===== config.mk =====
export PLATFORM = sky130hd
export DESIGN_NAME = mem_arbiter_flat
export DESIGN_NICKNAME = d
export VERILOG_FILES = /design/src/rtl/mem_arb_pkg.sv /design/src/rtl/mem_arbiter_if.sv /design/src/rtl/mem_arb_wdog.sv /design/src/rtl/mem_arbiter.sv /design/src/flat_wrapper.sv
export SDC_FILE = /design/constraint.sdc
export NUM_CORES = 1
export LEC_CHECK = 0
export BUFFER_PORTS_ARGS = -buffer_cell sky130_fd_sc_hd__buf_2
export CAP_MARGIN = 10
export CORE_MARGIN = 4
export CORE_UTILIZATION = 49
export DETAILED_ROUTE_END_ITERATION = 8
export GPL_ROUTABILITY_DRIVEN = 0
export PLACE_DENSITY = 0.87
export SYNTH_ARGS = -nofsm -noshare
export SYNTH_HDL_FRONTEND = slang
export SYNTH_SLANG_ARGS = --single-unit

===== constraint.sdc =====
create_clock -name clk -period 4.05 [get_ports clk]
set_input_delay 0.6075 -clock clk [delete_from_list [all_inputs] [get_ports clk]]
set_output_delay 0.6075 -clock clk [all_outputs]
set_load 0.01 [all_outputs]

===== src/rtl/mem_arb_pkg.sv =====
// Shared types for the I/D memory arbiter: FSM states, port ids, request bundle.
// Default watchdog limits live here so the top and the watchdog agree.
package mem_arb_pkg;

    typedef enum logic [1:0] {
        IDLE   = 2'b00,
        BUSY_I = 2'b01,
        BUSY_D = 2'b10
    } state_t;

    typedef enum logic {
        PORT_I = 1'b0,
        PORT_D = 1'b1
    } port_t;

    typedef struct packed {
        logic [15:0] addr;
        logic [15:0] data;
        logic        rd;
        logic        wr;
    } req_t;

    localparam int DEF_TIMEOUT_CYCLES = 64;
    localparam int DEF_CNT_W          = 7;

endpackage


===== src/rtl/mem_arbiter_if.sv =====
// Bundle of I-port, D-port and backend signals around the arbiter.
// slave is the arbiter's view; master is the view of the clients and backend.
interface mem_arbiter_if;

    logic [15:0] i_addr;
    logic [15:0] i_data_in;
    logic        i_rd;
    logic        i_wr;
    logic [15:0] i_data_out;
    logic        i_done;
    logic        i_stall;
    logic        i_hit;
    logic        i_err;

    logic [15:0] d_addr;
    logic [15:0] d_data_in;
    logic        d_rd;
    logic        d_wr;
    logic [15:0] d_data_out;
    logic        d_done;
    logic        d_stall;
    logic        d_hit;
    logic        d_err;

    logic [15:0] m_addr;
    logic [15:0] m_data_in;
    logic        m_rd;
    logic        m_wr;
    logic [15:0] m_data_out;
    logic        m_done;
    logic        m_stall;
    logic        m_hit;
    logic        m_err;

    modport slave (
        input  i_addr, i_data_in, i_rd, i_wr,
        output i_data_out, i_done, i_stall, i_hit, i_err,
        input  d_addr, d_data_in, d_rd, d_wr,
        output d_data_out, d_done, d_stall, d_hit, d_err,
        output m_addr, m_data_in, m_rd, m_wr,
        input  m_data_out, m_done, m_stall, m_hit, m_err
    );

    modport master (
        output i_addr, i_data_in, i_rd, i_wr,
        input  i_data_out, i_done, i_stall, i_hit, i_err,
        output d_addr, d_data_in, d_rd, d_wr,
        input  d_data_out, d_done, d_stall, d_hit, d_err,
        input  m_addr, m_data_in, m_rd, m_wr,
        output m_data_out, m_done, m_stall, m_hit, m_err
    );

endinterface


===== src/rtl/mem_arb_wdog.sv =====
// Busy-cycle watchdog: load to 1 on grant, count busy cycles, saturate at the limit.
// expired is combinational from the count; no backpressure.
module mem_arb_wdog
    import mem_arb_pkg::*;
#(
    parameter int TIMEOUT_CYCLES = DEF_TIMEOUT_CYCLES,
    parameter int CNT_W          = DEF_CNT_W
) (
    input  logic clk,
    input  logic rst,
    input  logic load,
    input  logic inc,
    output logic expired
);

    localparam logic [CNT_W-1:0] LIMIT = CNT_W'(TIMEOUT_CYCLES);

    logic [CNT_W-1:0] cnt;

    always_ff @(posedge clk) begin
        if (rst) begin
            cnt <= '0;
        end else if (load) begin
            cnt <= CNT_W'(1);
        end else if (inc && (cnt != LIMIT)) begin
            cnt <= cnt + CNT_W'(1);
        end
    end

    assign expired = (cnt == LIMIT);

endmodule


===== src/rtl/mem_arbiter.sv =====
// Round-robin I/D arbiter in front of mem_system; grant drives the backend in the same cycle.
// Losing and owning ports see stall until done; one idle gap separates backend transactions.
module mem_arbiter
    import mem_arb_pkg::*;
#(
    parameter int TIMEOUT_CYCLES = DEF_TIMEOUT_CYCLES,
    parameter int CNT_W          = DEF_CNT_W
) (
    input  logic          clk,
    input  logic          rst,
    mem_arbiter_if.slave  bus
);

    state_t state;
    port_t  last_grant;
    req_t   latch;
    logic   gap;

    req_t i_req, d_req, drive;
    logic i_any, d_any, i_ill, d_ill, i_ok, d_ok;
    logic arb, grant_i, grant_d, busy_i, busy_d, busy;
    logic expired, fin;

    assign i_req = '{addr: bus.i_addr, data: bus.i_data_in, rd: bus.i_rd, wr: bus.i_wr};
    assign d_req = '{addr: bus.d_addr, data: bus.d_data_in, rd: bus.d_rd, wr: bus.d_wr};

    assign i_any = bus.i_rd | bus.i_wr;
    assign d_any = bus.d_rd | bus.d_wr;
    assign i_ill = bus.i_rd & bus.i_wr;
    assign d_ill = bus.d_rd & bus.d_wr;
    assign i_ok  = i_any & ~i_ill;
    assign d_ok  = d_any & ~d_ill;

    // The idle cycle right after a completion is a forced gap: no grant, no error pulses.
    assign arb     = (state == IDLE) & ~gap;
    assign grant_i = arb & i_ok & (~d_ok | (last_grant == PORT_D));
    assign grant_d = arb & d_ok & (~i_ok | (last_grant == PORT_I));
    assign busy_i  = (state == BUSY_I);
    assign busy_d  = (state == BUSY_D);
    assign busy    = busy_i | busy_d;
    assign fin     = busy & (bus.m_done | expired);

    mem_arb_wdog #(
        .TIMEOUT_CYCLES (TIMEOUT_CYCLES),
        .CNT_W          (CNT_W)
    ) u_wdog (
        .clk     (clk),
        .rst     (rst),
        .load    (grant_i | grant_d),
        .inc     (busy & ~bus.m_done),
        .expired (expired)
    );

    always_comb begin
        drive          = '0;
        bus.m_addr     = '0;
        bus.m_data_in  = '0;
        bus.m_rd       = 1'b0;
        bus.m_wr       = 1'b0;
        bus.i_done     = 1'b0;
        bus.i_err      = 1'b0;
        bus.i_hit      = 1'b0;
        bus.i_data_out = '0;
        bus.i_stall    = 1'b0;
        bus.d_done     = 1'b0;
        bus.d_err      = 1'b0;
        bus.d_hit      = 1'b0;
        bus.d_data_out = '0;
        bus.d_stall    = 1'b0;
        if (!rst) begin
            if (busy)         drive = latch;
            else if (grant_d) drive = d_req;
            else if (grant_i) drive = i_req;
            bus.m_addr    = drive.addr;
            bus.m_data_in = drive.data;
            bus.m_rd      = drive.rd;
            bus.m_wr      = drive.wr;

            // A real m_done wins over a coincident watchdog expiry.
            bus.i_done     = (busy_i & fin) | (arb & i_ill);
            bus.i_err      = (busy_i & fin & (bus.m_done ? bus.m_err : 1'b1)) | (arb & i_ill);
            bus.i_hit      = busy_i & bus.m_done & bus.m_hit;
            bus.i_data_out = (busy_i & bus.m_done) ? bus.m_data_out : 16'h0000;
            bus.i_stall    = (busy_i | grant_i) ? (bus.m_stall | ~bus.i_done)
                                                : (i_any & ~bus.i_done);

            bus.d_done     = (busy_d & fin) | (arb & d_ill);
            bus.d_err      = (busy_d & fin & (bus.m_done ? bus.m_err : 1'b1)) | (arb & d_ill);
            bus.d_hit      = busy_d & bus.m_done & bus.m_hit;
            bus.d_data_out = (busy_d & bus.m_done) ? bus.m_data_out : 16'h0000;
            bus.d_stall    = (busy_d | grant_d) ? (bus.m_stall | ~bus.d_done)
                                                : (d_any & ~bus.d_done);
        end
    end

    always_ff @(posedge clk) begin
        if (rst) begin
            state      <= IDLE;
            last_grant <= PORT_I;
            latch      <= '0;
            gap        <= 1'b0;
        end else begin
            case (state)
                IDLE: begin
                    gap <= 1'b0;
                    if (grant_d) begin
                        state      <= BUSY_D;
                        latch      <= d_req;
                        last_grant <= PORT_D;
                    end else if (grant_i) begin
                        state      <= BUSY_I;
                        latch      <= i_req;
                        last_grant <= PORT_I;
                    end
                end
                BUSY_I, BUSY_D: begin
                    if (fin) begin
                        state <= IDLE;
                        gap   <= 1'b1;
                    end
                end
                default: state <= IDLE;
            endcase
        end
    end

endmodule


===== src/flat_wrapper.sv =====
// flat-port wrapper written by rule: the top's interface ports become plain ports
module mem_arbiter_flat import mem_arb_pkg::*;
#(
    parameter int TIMEOUT_CYCLES = DEF_TIMEOUT_CYCLES,
    parameter int CNT_W          = DEF_CNT_W
)
  (clk, rst, bus_i_addr, bus_i_data_in, bus_i_rd, bus_i_wr, bus_i_data_out, bus_i_done, bus_i_stall, bus_i_hit, bus_i_err, bus_d_addr, bus_d_data_in, bus_d_rd, bus_d_wr, bus_d_data_out, bus_d_done, bus_d_stall, bus_d_hit, bus_d_err, bus_m_addr, bus_m_data_in, bus_m_rd, bus_m_wr, bus_m_data_out, bus_m_done, bus_m_stall, bus_m_hit, bus_m_err);
  mem_arbiter_if bus_i ();
  input  logic clk;
  input  logic rst;
  input wire logic [$bits(bus_i.i_addr)-1:0] bus_i_addr;
  input wire logic [$bits(bus_i.i_data_in)-1:0] bus_i_data_in;
  input wire logic [$bits(bus_i.i_rd)-1:0] bus_i_rd;
  input wire logic [$bits(bus_i.i_wr)-1:0] bus_i_wr;
  output wire logic [$bits(bus_i.i_data_out)-1:0] bus_i_data_out;
  output wire logic [$bits(bus_i.i_done)-1:0] bus_i_done;
  output wire logic [$bits(bus_i.i_stall)-1:0] bus_i_stall;
  output wire logic [$bits(bus_i.i_hit)-1:0] bus_i_hit;
  output wire logic [$bits(bus_i.i_err)-1:0] bus_i_err;
  input wire logic [$bits(bus_i.d_addr)-1:0] bus_d_addr;
  input wire logic [$bits(bus_i.d_data_in)-1:0] bus_d_data_in;
  input wire logic [$bits(bus_i.d_rd)-1:0] bus_d_rd;
  input wire logic [$bits(bus_i.d_wr)-1:0] bus_d_wr;
  output wire logic [$bits(bus_i.d_data_out)-1:0] bus_d_data_out;
  output wire logic [$bits(bus_i.d_done)-1:0] bus_d_done;
  output wire logic [$bits(bus_i.d_stall)-1:0] bus_d_stall;
  output wire logic [$bits(bus_i.d_hit)-1:0] bus_d_hit;
  output wire logic [$bits(bus_i.d_err)-1:0] bus_d_err;
  output wire logic [$bits(bus_i.m_addr)-1:0] bus_m_addr;
  output wire logic [$bits(bus_i.m_data_in)-1:0] bus_m_data_in;
  output wire logic [$bits(bus_i.m_rd)-1:0] bus_m_rd;
  output wire logic [$bits(bus_i.m_wr)-1:0] bus_m_wr;
  input wire logic [$bits(bus_i.m_data_out)-1:0] bus_m_data_out;
  input wire logic [$bits(bus_i.m_done)-1:0] bus_m_done;
  input wire logic [$bits(bus_i.m_stall)-1:0] bus_m_stall;
  input wire logic [$bits(bus_i.m_hit)-1:0] bus_m_hit;
  input wire logic [$bits(bus_i.m_err)-1:0] bus_m_err;
  assign bus_i.i_addr = bus_i_addr;
  assign bus_i.i_data_in = bus_i_data_in;
  assign bus_i.i_rd = bus_i_rd;
  assign bus_i.i_wr = bus_i_wr;
  assign bus_i_data_out = bus_i.i_data_out;
  assign bus_i_done = bus_i.i_done;
  assign bus_i_stall = bus_i.i_stall;
  assign bus_i_hit = bus_i.i_hit;
  assign bus_i_err = bus_i.i_err;
  assign bus_i.d_addr = bus_d_addr;
  assign bus_i.d_data_in = bus_d_data_in;
  assign bus_i.d_rd = bus_d_rd;
  assign bus_i.d_wr = bus_d_wr;
  assign bus_d_data_out = bus_i.d_data_out;
  assign bus_d_done = bus_i.d_done;
  assign bus_d_stall = bus_i.d_stall;
  assign bus_d_hit = bus_i.d_hit;
  assign bus_d_err = bus_i.d_err;
  assign bus_m_addr = bus_i.m_addr;
  assign bus_m_data_in = bus_i.m_data_in;
  assign bus_m_rd = bus_i.m_rd;
  assign bus_m_wr = bus_i.m_wr;
  assign bus_i.m_data_out = bus_m_data_out;
  assign bus_i.m_done = bus_m_done;
  assign bus_i.m_stall = bus_m_stall;
  assign bus_i.m_hit = bus_m_hit;
  assign bus_i.m_err = bus_m_err;
  mem_arbiter #(.TIMEOUT_CYCLES(TIMEOUT_CYCLES), .CNT_W(CNT_W)) u_core (.clk(clk), .rst(rst), .bus(bus_i));
endmodule

* Yosys cells after proc, flatten, opt, wreduce, memory -nomap -nowiden
Cells that the tools add are included.
** Word-level totals
- Word-level logic and storage cells :: 107
- Flip-flop bits (word level) :: 45
- Input bits :: 90
- Output and inout port bits :: 74
** Operators by class
- Equality and inequality tests :: 6
- $add $sub $neg :: 1
- Bitwise logic cells :: 47
- Reductions and logical operators :: 10
- Muxes and demuxes :: 34
** Operators by type and width (number)
- 34-bit 2-to-1 mux :: 5
- 16-bit 2-to-1 mux :: 6
- 1-bit AND :: 23
- 1-bit 2-to-1 mux :: 18
- 1-bit bitwise OR :: 15
- 1-bit NOT :: 9
- 7-bit by 1-bit adder with 7-bit output (second input constant) :: 1
- 7-bit == test (second input constant) :: 1
- 7-bit != test (second input constant) :: 1
- 2-bit 2-to-1 mux :: 3
- 2-bit AND reduction :: 3
- 2-bit nonzero test :: 3
- 2-bit case mux with 2 select lines :: 1
- 2-bit OR reduction :: 2
- 3-bit by 1-bit != test with 1-bit output (second input constant) :: 1
- 2-bit by 1-bit == test with 1-bit output (second input constant) :: 1
- 2-bit == test (second input constant) :: 1
- 2-bit logical NOT :: 1
- 2-bit by 1-bit != test with 1-bit output (second input constant) :: 1
- 1-bit case mux with 2 select lines :: 1
- 1-bit logical AND :: 1

* Longest topological paths before layout
Gate-level depths: netlist of run 1.
- Depth in word-level cells :: 10
- Depth in mapped cells :: 9
- Depth with buffers taken out :: 6

* Cells and area by module
From an unflattened synthesis of run 1, not the netlist that was laid out.
** Second synthesis, totals
- Cells, all modules :: 470
- Area total of the unflattened synthesis :: 3394.5 um2
** Modules (own cells, without submodules)
- mem_arbiter :: area an instance 3017.9 um2, seq. area each 760.7 um2, times used 1, cells each 427
- mem_arb_wdog :: area an instance 376.6 um2, seq. area each 140.1 um2, times used 1, cells each 43

* Least setup slack after synthesis of run 1
Ideal clock, no wire load.
- Kind :: input-to-output
- From :: input port bus_i_wr
- To :: output port bus_d_stall
- Setup slack :: 1.564 ns
- Required time :: 3.442 ns
- Buffers on the path :: 2
- Stages :: 8
- Data arrival time :: 1.879 ns
- Cell sequence :: inv_1 ha_1 nand2_1 and3_1 buf_2 buf_2 nor3_1 a211oi_1
** Between the ends
- Word-level cells in the longest chain between the ends :: 9
- Elaborated cells on any way between the ends :: 10
- Classes of those cells :: mux: 2; bitwise: 8
** Ends and longest elaborated chain
- from (decl) :: line flat_wrapper.sv:14 : input wire logic [$bits(bus_i.i_wr)-1:0] bus_i_wr;
- 1-bit AND :: line mem_arbiter.sv:29 : assign i_ill = bus.i_rd & bus.i_wr;
- 1-bit NOT :: line mem_arbiter.sv:31 : assign i_ok = i_any & ~i_ill;
- 1-bit AND (*) :: line mem_arbiter.sv:31
- 1-bit NOT (*) :: line mem_arbiter.sv:37 : assign grant_d = arb & d_ok & (~i_ok | (last_grant == PORT_I));
- 1-bit bitwise OR (*) :: line mem_arbiter.sv:37
- 1-bit AND (*) :: line mem_arbiter.sv:37
- 1-bit bitwise OR (*) :: line mem_arbiter.sv:91 : bus.d_stall = (busy_d | grant_d) ? (bus.m_stall | ~bus.d_done)
- 1-bit 2-to-1 mux (*) :: line mem_arbiter.sv:91
- 1-bit 2-to-1 mux (*) :: line mem_arbiter.sv:70 : if (!rst) begin
- to (decl) :: line flat_wrapper.sv:26 : output wire logic [$bits(bus_i.d_stall)-1:0] bus_d_stall;
Every way passes the cells marked *; elsewhere a longest branch is shown, timed or not.

* Final worst setup path of run 1
- From :: register u_core.state[0]
- To :: output port bus_m_data_in[6]
** Between the ends
- Word-level cells in the longest chain between the ends :: 8
- Elaborated cells on any way between the ends :: 13
- Classes of those cells :: eq/ne: 2; mux: 4; bitwise: 6; reduce/logical: 1
** Ends and longest elaborated chain
- from (decl) :: line mem_arbiter.sv:14 : state_t state;
- from (signal assigned) :: line mem_arbiter.sv:98 : state <= IDLE;
- from (signal assigned) :: line mem_arbiter.sv:107 : state <= BUSY_D;
- from (signal assigned) :: line mem_arbiter.sv:111 : state <= BUSY_I;
- 2-bit logical NOT :: line mem_arbiter.sv:35 : assign arb = (state == IDLE) & ~gap;
- 1-bit AND :: line mem_arbiter.sv:35
- 1-bit AND (2 in series) :: line mem_arbiter.sv:36 : assign grant_i = arb & i_ok & (~d_ok | (last_grant == PORT_D));
- 34-bit 2-to-1 mux :: line mem_arbiter.sv:73 : else if (grant_i) drive = i_req;
- 34-bit 2-to-1 mux :: line mem_arbiter.sv:72 : else if (grant_d) drive = d_req;
- 34-bit 2-to-1 mux (*) :: line mem_arbiter.sv:71 : if (busy) drive = latch;
- 16-bit 2-to-1 mux (*) :: line mem_arbiter.sv:70
- to (decl) :: line flat_wrapper.sv:30 : output wire logic [$bits(bus_i.m_data_in)-1:0] bus_m_data_in;
Marks and branches as above.

==> flow_metrics.env, run 1 <==
export IMPL_clockRootBuffer="clkbuf_8"
export IMPL_critPathMaxFanout=27
export IMPL_synth_net_count=488
export IMPL_die_h_um=86.5
export IMPL_crit_type="flop to output pin"
export IMPL_num_rows=28
export IMPL_crit_path_end="bus_m_data_in[6]"
export IMPL_drv_cap=0
export IMPL_first_pass_iters=7
export IMPL_final_cell_mix="163 x buf_2, 74 x nor2_1, 45 x dfxtp_1"
export IMPL_track_usage_pct=23.3
export IMPL_area_growth_pct=29.8
export IMPL_cts_sinks=45
export IMPL_cp_num_buf_inv=4
export IMPL_cellPowerDensity_nw_per_um2=662
export IMPL_drive_gt1_share_pct=35.2
export IMPL_die_area_um2=7480
export IMPL_p_leak_uw=0.00183
export IMPL_syn_cell_area_um2=3020
export IMPL_route_vias_total=3620
export IMPL_cts_tree="built"
export IMPL_arrival_ns=2.66
export IMPL_crit_family="simple AND/OR/NAND/NOR gates"
export IMPL_final_area_um2=3920
export IMPL_critPathSlowestCell="and3_2"
export IMPL_antenna_found_initial=1
export IMPL_irDropWorstVdd_v=0.000378
export IMPL_reg2reg_to="u_core.state[1]"
export IMPL_portBuffers=163
export IMPL_io_pins=164
export IMPL_detail_route_wl_per_cell_um=15.3
export IMPL_grt_pass1_wl_um=14600
export IMPL_r2r_start="u_core.state[0]"
export IMPL_fin_skew_ns=0.00405
export IMPL_clkTransAtPathRegs_ns=0.08
export IMPL_cp_num_cells=9
export IMPL_wl_met2_um=4760
export IMPL_r2r_slack_ns=1.79
export IMPL_synth_edf_count=0
export IMPL_run_status="completed"
export IMPL_startpoint="u_core.state[0]"
export IMPL_fillers=517
export IMPL_holdBufCountCts=0
export IMPL_reg2reg_depth=6
export IMPL_routed_via_density=6.01
export IMPL_synth_distinct_cells=36
export IMPL_synth_top_area_share_pct=29.8
export IMPL_setup_violations=0
export IMPL_nNetsFinal=624
export IMPL_layout_min_cycle_time_ns=3.27
export IMPL_initial_core_util_pct=50.7
export IMPL_tightestPinTransition_ns=0.955
export IMPL_crit_chain="inv_1, ha_2, nor2b_1, buf_4, and3_2, buf_4, a221oi_1, nor3_1, buf_2"
export IMPL_slowest_delay_ns=0.52
export IMPL_postCtsSetupRepairBufs=0
export IMPL_hp_class="flop to flop"
export IMPL_gr_total_overflow=0
export IMPL_dpl_cell_count=593
export IMPL_drc=0
export IMPL_clock_path_buffers=2
export IMPL_cp_data_required_time_ns=3.44
export IMPL_slew_viol_final=0
export IMPL_finalNonFillerCells=602
export IMPL_hpwlAfterDp_um=6790
export IMPL_multi_input_area_um2=1910
export IMPL_rsz0062_at_grt="false"
export IMPL_crit_path_frequent_cell="buf_4"
export IMPL_synth_top_area_cell="dfxtp_1"
export IMPL_endpoint_kind="output pin"
export IMPL_fmax_ghz=0.306
export IMPL_top_layer_used="met4"
export IMPL_met1_length_um=3550
export IMPL_drtAntennaViolNets=0
export IMPL_cts_max_level=2
export IMPL_ys_seq_area_share_pct=29.8
export IMPL_postCtsResizedCells=0
export IMPL_final_common_cell="buf_2"
export IMPL_postSynthAreaPerCell_um2=7.76
export IMPL_power_uw=2590
export IMPL_seq_area_um2=901
export IMPL_synthTopCellsByArea="dfxtp_1 30%, a222oi_1 11%, a221oi_1 9.9%, nor2_1 9.2%, nor2b_1 7.9%"
export IMPL_hold_violations=0
export IMPL_dieWidth_um=86.5
export IMPL_drt_initial_drc_count=406
export IMPL_postLayoutCoreUtil_pct=65.8
export IMPL_maxSlewHeadroom_pct=36.3
export IMPL_grt_max_degree=55
export IMPL_place_area_um2=3830
export IMPL_dr_wl_met3_um=862
export IMPL_grt_pass1_vias=3253
export IMPL_yosysWarningCount=0
export IMPL_core_um2=5960
export IMPL_routed_wl_um=9230
export IMPL_cts_inserted_buffers=5
export IMPL_postSynth_asyncResetShare_pct=0
export IMPL_clk_latency_ns=0.29
export IMPL_syn_inst=389
export IMPL_post_route_period_util_pct=80.7
export IMPL_startpoint_type="flop"
export IMPL_synth_seq_cells=45
export IMPL_synth_main_ff_cell="dfxtp_1"
export IMPL_tns_ns=0
-- per-layer routing --
metal	track usage, %	up-vias
li1	-	1729
met1	27.9	1700
met2	42.1	184
met3	5.04	7
met4	6.09	0
met5	0	-
-- synth_stat cells, types with 2 or more instances --
| library cell | n |
|---|---|
| nand2b_1 | 19 |
| buf_2 | 15 |
| inv_1 | 10 |
| a22o_1 | 2 |
| a221oi_1 | 34 |
| dfxtp_1 | 45 |
| o21a_1 | 2 |
| nand3_1 | 2 |
| a32o_1 | 2 |
| ha_1 | 9 |
| a21oi_1 | 6 |
| clkbuf_1 | 27 |
| a222oi_1 | 34 |
| and3_1 | 2 |
| nand2_1 | 7 |
| nor2_1 | 74 |
| nor2b_1 | 38 |
| a211oi_1 | 2 |
| xor2_1 | 5 |
| nor3_1 | 38 |
-- worst min-delay path by stage --
stage,startpoint,end,slack (ns),cells past startpoint
6_report,u_core.latch[23],u_core.latch[23],0.51,2
5_1_grt,u_core.latch[31],u_core.latch[31],0.53,2
4_1_cts,u_core.last_grant,u_core.last_grant,0.51,1
3_5_place_dp,u_core.last_grant,u_core.last_grant,0.49,1
3_3_place_gp,u_core.latch[18],u_core.latch[18],0.48,2
2_1_floorplan,u_core.last_grant,u_core.last_grant,0.46,1
-- sequential cells by signal (all words and copies together) (netlist names) --
register / flops
u_core.latch: 34
u_core.u_wdog.cnt: 7
u_core.state: 2
u_core.gap: 1
u_core.last_grant: 1
-- logic make-up after synthesis --
| group | after synthesis | share of synthesized area (%) |
|---|---|---|
| AO/OA/AOI/OAI | 90 | 26.6 |
| XOR/XNOR | 6 | 1.74 |
| adder cells (fa/ha/maj) | 9 | 3.73 |
| buffers and inverters | 52 | 7.09 |
| flip-flops | 45 | 29.8 |
| multiplexers | 1 | 0.332 |
| AND/OR/NAND/NOR | 186 | 30.7 |
-- per-stage QoR --
stage	hold slack (ns)	setup WS (ns)
floorplan	0.462	1.56
global placement	0.480	0.953
detailed placement	0.486	0.892
CTS	0.505	0.887
global route	0.528	0.635
finish	0.506	0.783
-- cell type report --
type / count / area share [%]
Timing Repair Buffer: 171 / 22.7
Tap cell: 75 / 2.39
Inverter: 10 / 0.958
Antenna cell: 1 / 0.0639
Multi-Input combinational cell: 292 / 48.8
Clock buffer: 6 / 1.85
Sequential cell: 45 / 23.0
Clock inverter: 2 / 0.255
-- tightest hold or removal path, cell delays in order, from the launching register on --
cell and delay (ns):
dfxtp_1 0.33, a222oi_1 0.07, nor2_1 0.07
-- power by group --
part           leakage (uW)  switching [uW]  internal, uW
registers          0.000370            71.6           564
logic               0.00142             959           733
clock network     0.0000450             146           120
Power figures use the tool's default switching activity.
==> run 2, diff against run 1 <==
--- a/config.mk
+++ b/config.mk
@@ -8,10 +8,10 @@
 export BUFFER_PORTS_ARGS = -buffer_cell sky130_fd_sc_hd__buf_2
 export CAP_MARGIN = 10
 export CORE_MARGIN = 4
-export CORE_UTILIZATION = 49
+export CORE_UTILIZATION = 41
 export DETAILED_ROUTE_END_ITERATION = 8
 export GPL_ROUTABILITY_DRIVEN = 0
-export PLACE_DENSITY = 0.87
+export PLACE_DENSITY = 0.77
 export SYNTH_ARGS = -nofsm -noshare
 export SYNTH_HDL_FRONTEND = slang
 export SYNTH_SLANG_ARGS = --single-unit
==> constraint.sdc (replaced) <==
create_clock -name clk -period 2.8 [get_ports clk]
set_input_delay 0.42 -clock clk [delete_from_list [all_inputs] [get_ports clk]]
set_output_delay 0.42 -clock clk [all_outputs]
set_load 0.01 [all_outputs]
==> run 2 against run 1 <==
Against the previous run: critical path depth is 1 lower; die area grew 18%; power increased by 56%; hold slack got worse by 0.11 ns; critical path type unchanged; largest power group unchanged.
==> flow_metrics.env, run 2 (synthesis results as in run 1) <==
export IMPL_dieWidth_um=93.8
export IMPL_place_area_um2=3880
export IMPL_final_area_um2=4060
export IMPL_grt_pass1_vias=3365
export IMPL_drive_gt1_share_pct=35.5
export IMPL_arrival_ns=2.28
export IMPL_routed_via_density=5.78
export IMPL_layout_min_cycle_time_ns=2.70
export IMPL_clk_latency_ns=0.30
export IMPL_critPathMaxFanout=33
export IMPL_n_antenna_cell=0
export IMPL_largest_reg_flops=34
export IMPL_final_common_cell="buf_2"
export IMPL_clockRootBuffer="clkbuf_8"
export IMPL_startpoint_type="flop"
export IMPL_cp_data_required_time_ns=2.38
export IMPL_detail_route_wl_per_cell_um=15.9
export IMPL_drtAntennaViolNets=0
export IMPL_postCtsSetupRepairBufs=0
export IMPL_maxSlewHeadroom_pct=62.7
export IMPL_crit_chain="inv_1, ha_4, nor2b_1, and3_2, buf_12, a221oi_1, nor3_1, buf_2"
export IMPL_drt_initial_drc_count=315
export IMPL_cts_sinks=45
export IMPL_min_delay_start="bus_d_addr[9]"
export IMPL_grt_max_degree=67
export IMPL_slew_viol_final=0
export IMPL_tns_ns=0
export IMPL_largestRegisters="u_core.latch x34, u_core.u_wdog.cnt x7, u_core.state x2"
export IMPL_clkTransAtPathRegs_ns=0.08
export IMPL_rsz0062_at_grt="false"
export IMPL_tightestPinTransition_ns=0.558
export IMPL_postLayoutCoreUtil_pct=56.3
export IMPL_antenna_found_initial=1
export IMPL_core_um2=7210
export IMPL_num_rows=31
export IMPL_final_cell_mix="163 x buf_2, 74 x nor2_1, 45 x dfxtp_1"
export IMPL_slowest_delay_ns=0.36
export IMPL_irDropWorstVdd_v=0.000484
export IMPL_holdBufCountCts=0
export IMPL_cellPowerDensity_nw_per_um2=996
export IMPL_hold_end="u_core.latch[27]"
export IMPL_initial_core_util_pct=41.8
export IMPL_portBuffers=163
export IMPL_nNetsFinal=627
export IMPL_whs_path_depth=3
export IMPL_reg2reg_depth=8
export IMPL_hp_class="input pin to flop"
export IMPL_clock_path_buffers=2
export IMPL_gr_total_overflow=0
export IMPL_fillers=680
export IMPL_crit_family="simple AND/OR/NAND/NOR gates"
export IMPL_reg2reg_to="u_core.latch[19]"
export IMPL_route_vias_total=3628
export IMPL_drv_cap=0
export IMPL_run_status="completed"
export IMPL_fmax_ghz=0.371
export IMPL_cts_tree="built"
export IMPL_track_usage_pct=19.9
export IMPL_r2r_start="u_core.state[1]"
export IMPL_cts_max_level=2
export IMPL_largest_register="u_core.latch"
export IMPL_setup_violations=0
export IMPL_finalNonFillerCells=628
export IMPL_crit_type="flop to output pin"
export IMPL_cts_inserted_buffers=5
export IMPL_endpoint_kind="output pin"
export IMPL_grt_pass1_wl_um=14500
export IMPL_critPathSlowestCell="and3_2"
export IMPL_die_area_um2=8800
export IMPL_r2r_slack_ns=0.85
export IMPL_cp_num_buf_inv=3
export IMPL_fin_skew_ns=0.00606
export IMPL_hold_violations=0
export IMPL_startpoint="u_core.state[1]"
export IMPL_post_route_period_util_pct=96.3
export IMPL_die_h_um=93.8
export IMPL_p_leak_uw=0.00188
export IMPL_first_pass_iters=9
export IMPL_drc=0
export IMPL_io_pins=164
export IMPL_routed_wl_um=9980
export IMPL_hpwlAfterDp_um=6780
export IMPL_dpl_cell_count=618
export IMPL_area_growth_pct=34.6
-- run 2: layout make-up --
| cell class | count | area (um^2) | area share (%) |
|---|---|---|---|
| clock buffer | 7 | 86.3 | 2.12 |
| clock inverter | 1 | 30.0 | 0.739 |
| inverter | 10 | 37.5 | 0.924 |
| multi-input combinational | 292 | 1930 | 47.4 |
| sequential | 45 | 901 | 22.2 |
| tap | 99 | 124 | 3.05 |
| timing repair buffer | 174 | 958 | 23.6 |
-- run 2: worst max path at each step --
stage / cells after the start / to / slack, ns
4_1_cts: 8 / bus_m_data_in[5] / 0.09
5_1_grt: 8 / bus_m_data_in[4] / 0.0009
3_3_place_gp: 9 / bus_m_data_in[3] / 0.29
6_report: 8 / bus_m_data_in[3] / 0.10
3_5_place_dp: 9 / bus_m_data_in[5] / 0.26
2_1_floorplan: 8 / bus_d_stall / 0.69
-- run 2: worst reg2reg max path, stage by stage (launching register included) --
cell and delay (ns):
dfxtp_1 0.32, inv_1 0.14, ha_4 0.15, nor2b_1 0.26, buf_4 0.21, o21ai_2 0.09, buf_4 0.26, a222oi_1 0.31
nor2_1 0.08
-- run 2: through the flow --
step                      hold WS (ns)  setup slack, ns  total power [uW]
after floorplan                  0.462            0.689              2700
after global placement           0.480            0.288              3330
after detailed placement         0.489            0.262              3400
after CTS                        0.397           0.0907              3920
after global routing             0.395         0.000938              4350
final                            0.394            0.102              4050
-- run 2: timing repair --
action                                  CTS  global route
gates resized for setup                   0             2
hold endpoints to repair                  0             0
endpoints found under the setup margin    0            22
-- run 2: metal layers --
layer	share of wire (%)	global-route usage [%]	vias to the layer above
li1	-	-	1734
met1	41	22.2	1691
met2	49	37.3	192
met3	9.4	5.13	9
met4	0.77	4.81	2
met5	0.13	0	-
-- run 2: power by group --
part / internal, uW / switching (uW)
combinational: 1160 / 1460
clock: 291 / 223
sequential: 816 / 103
total: 2270 / 1780
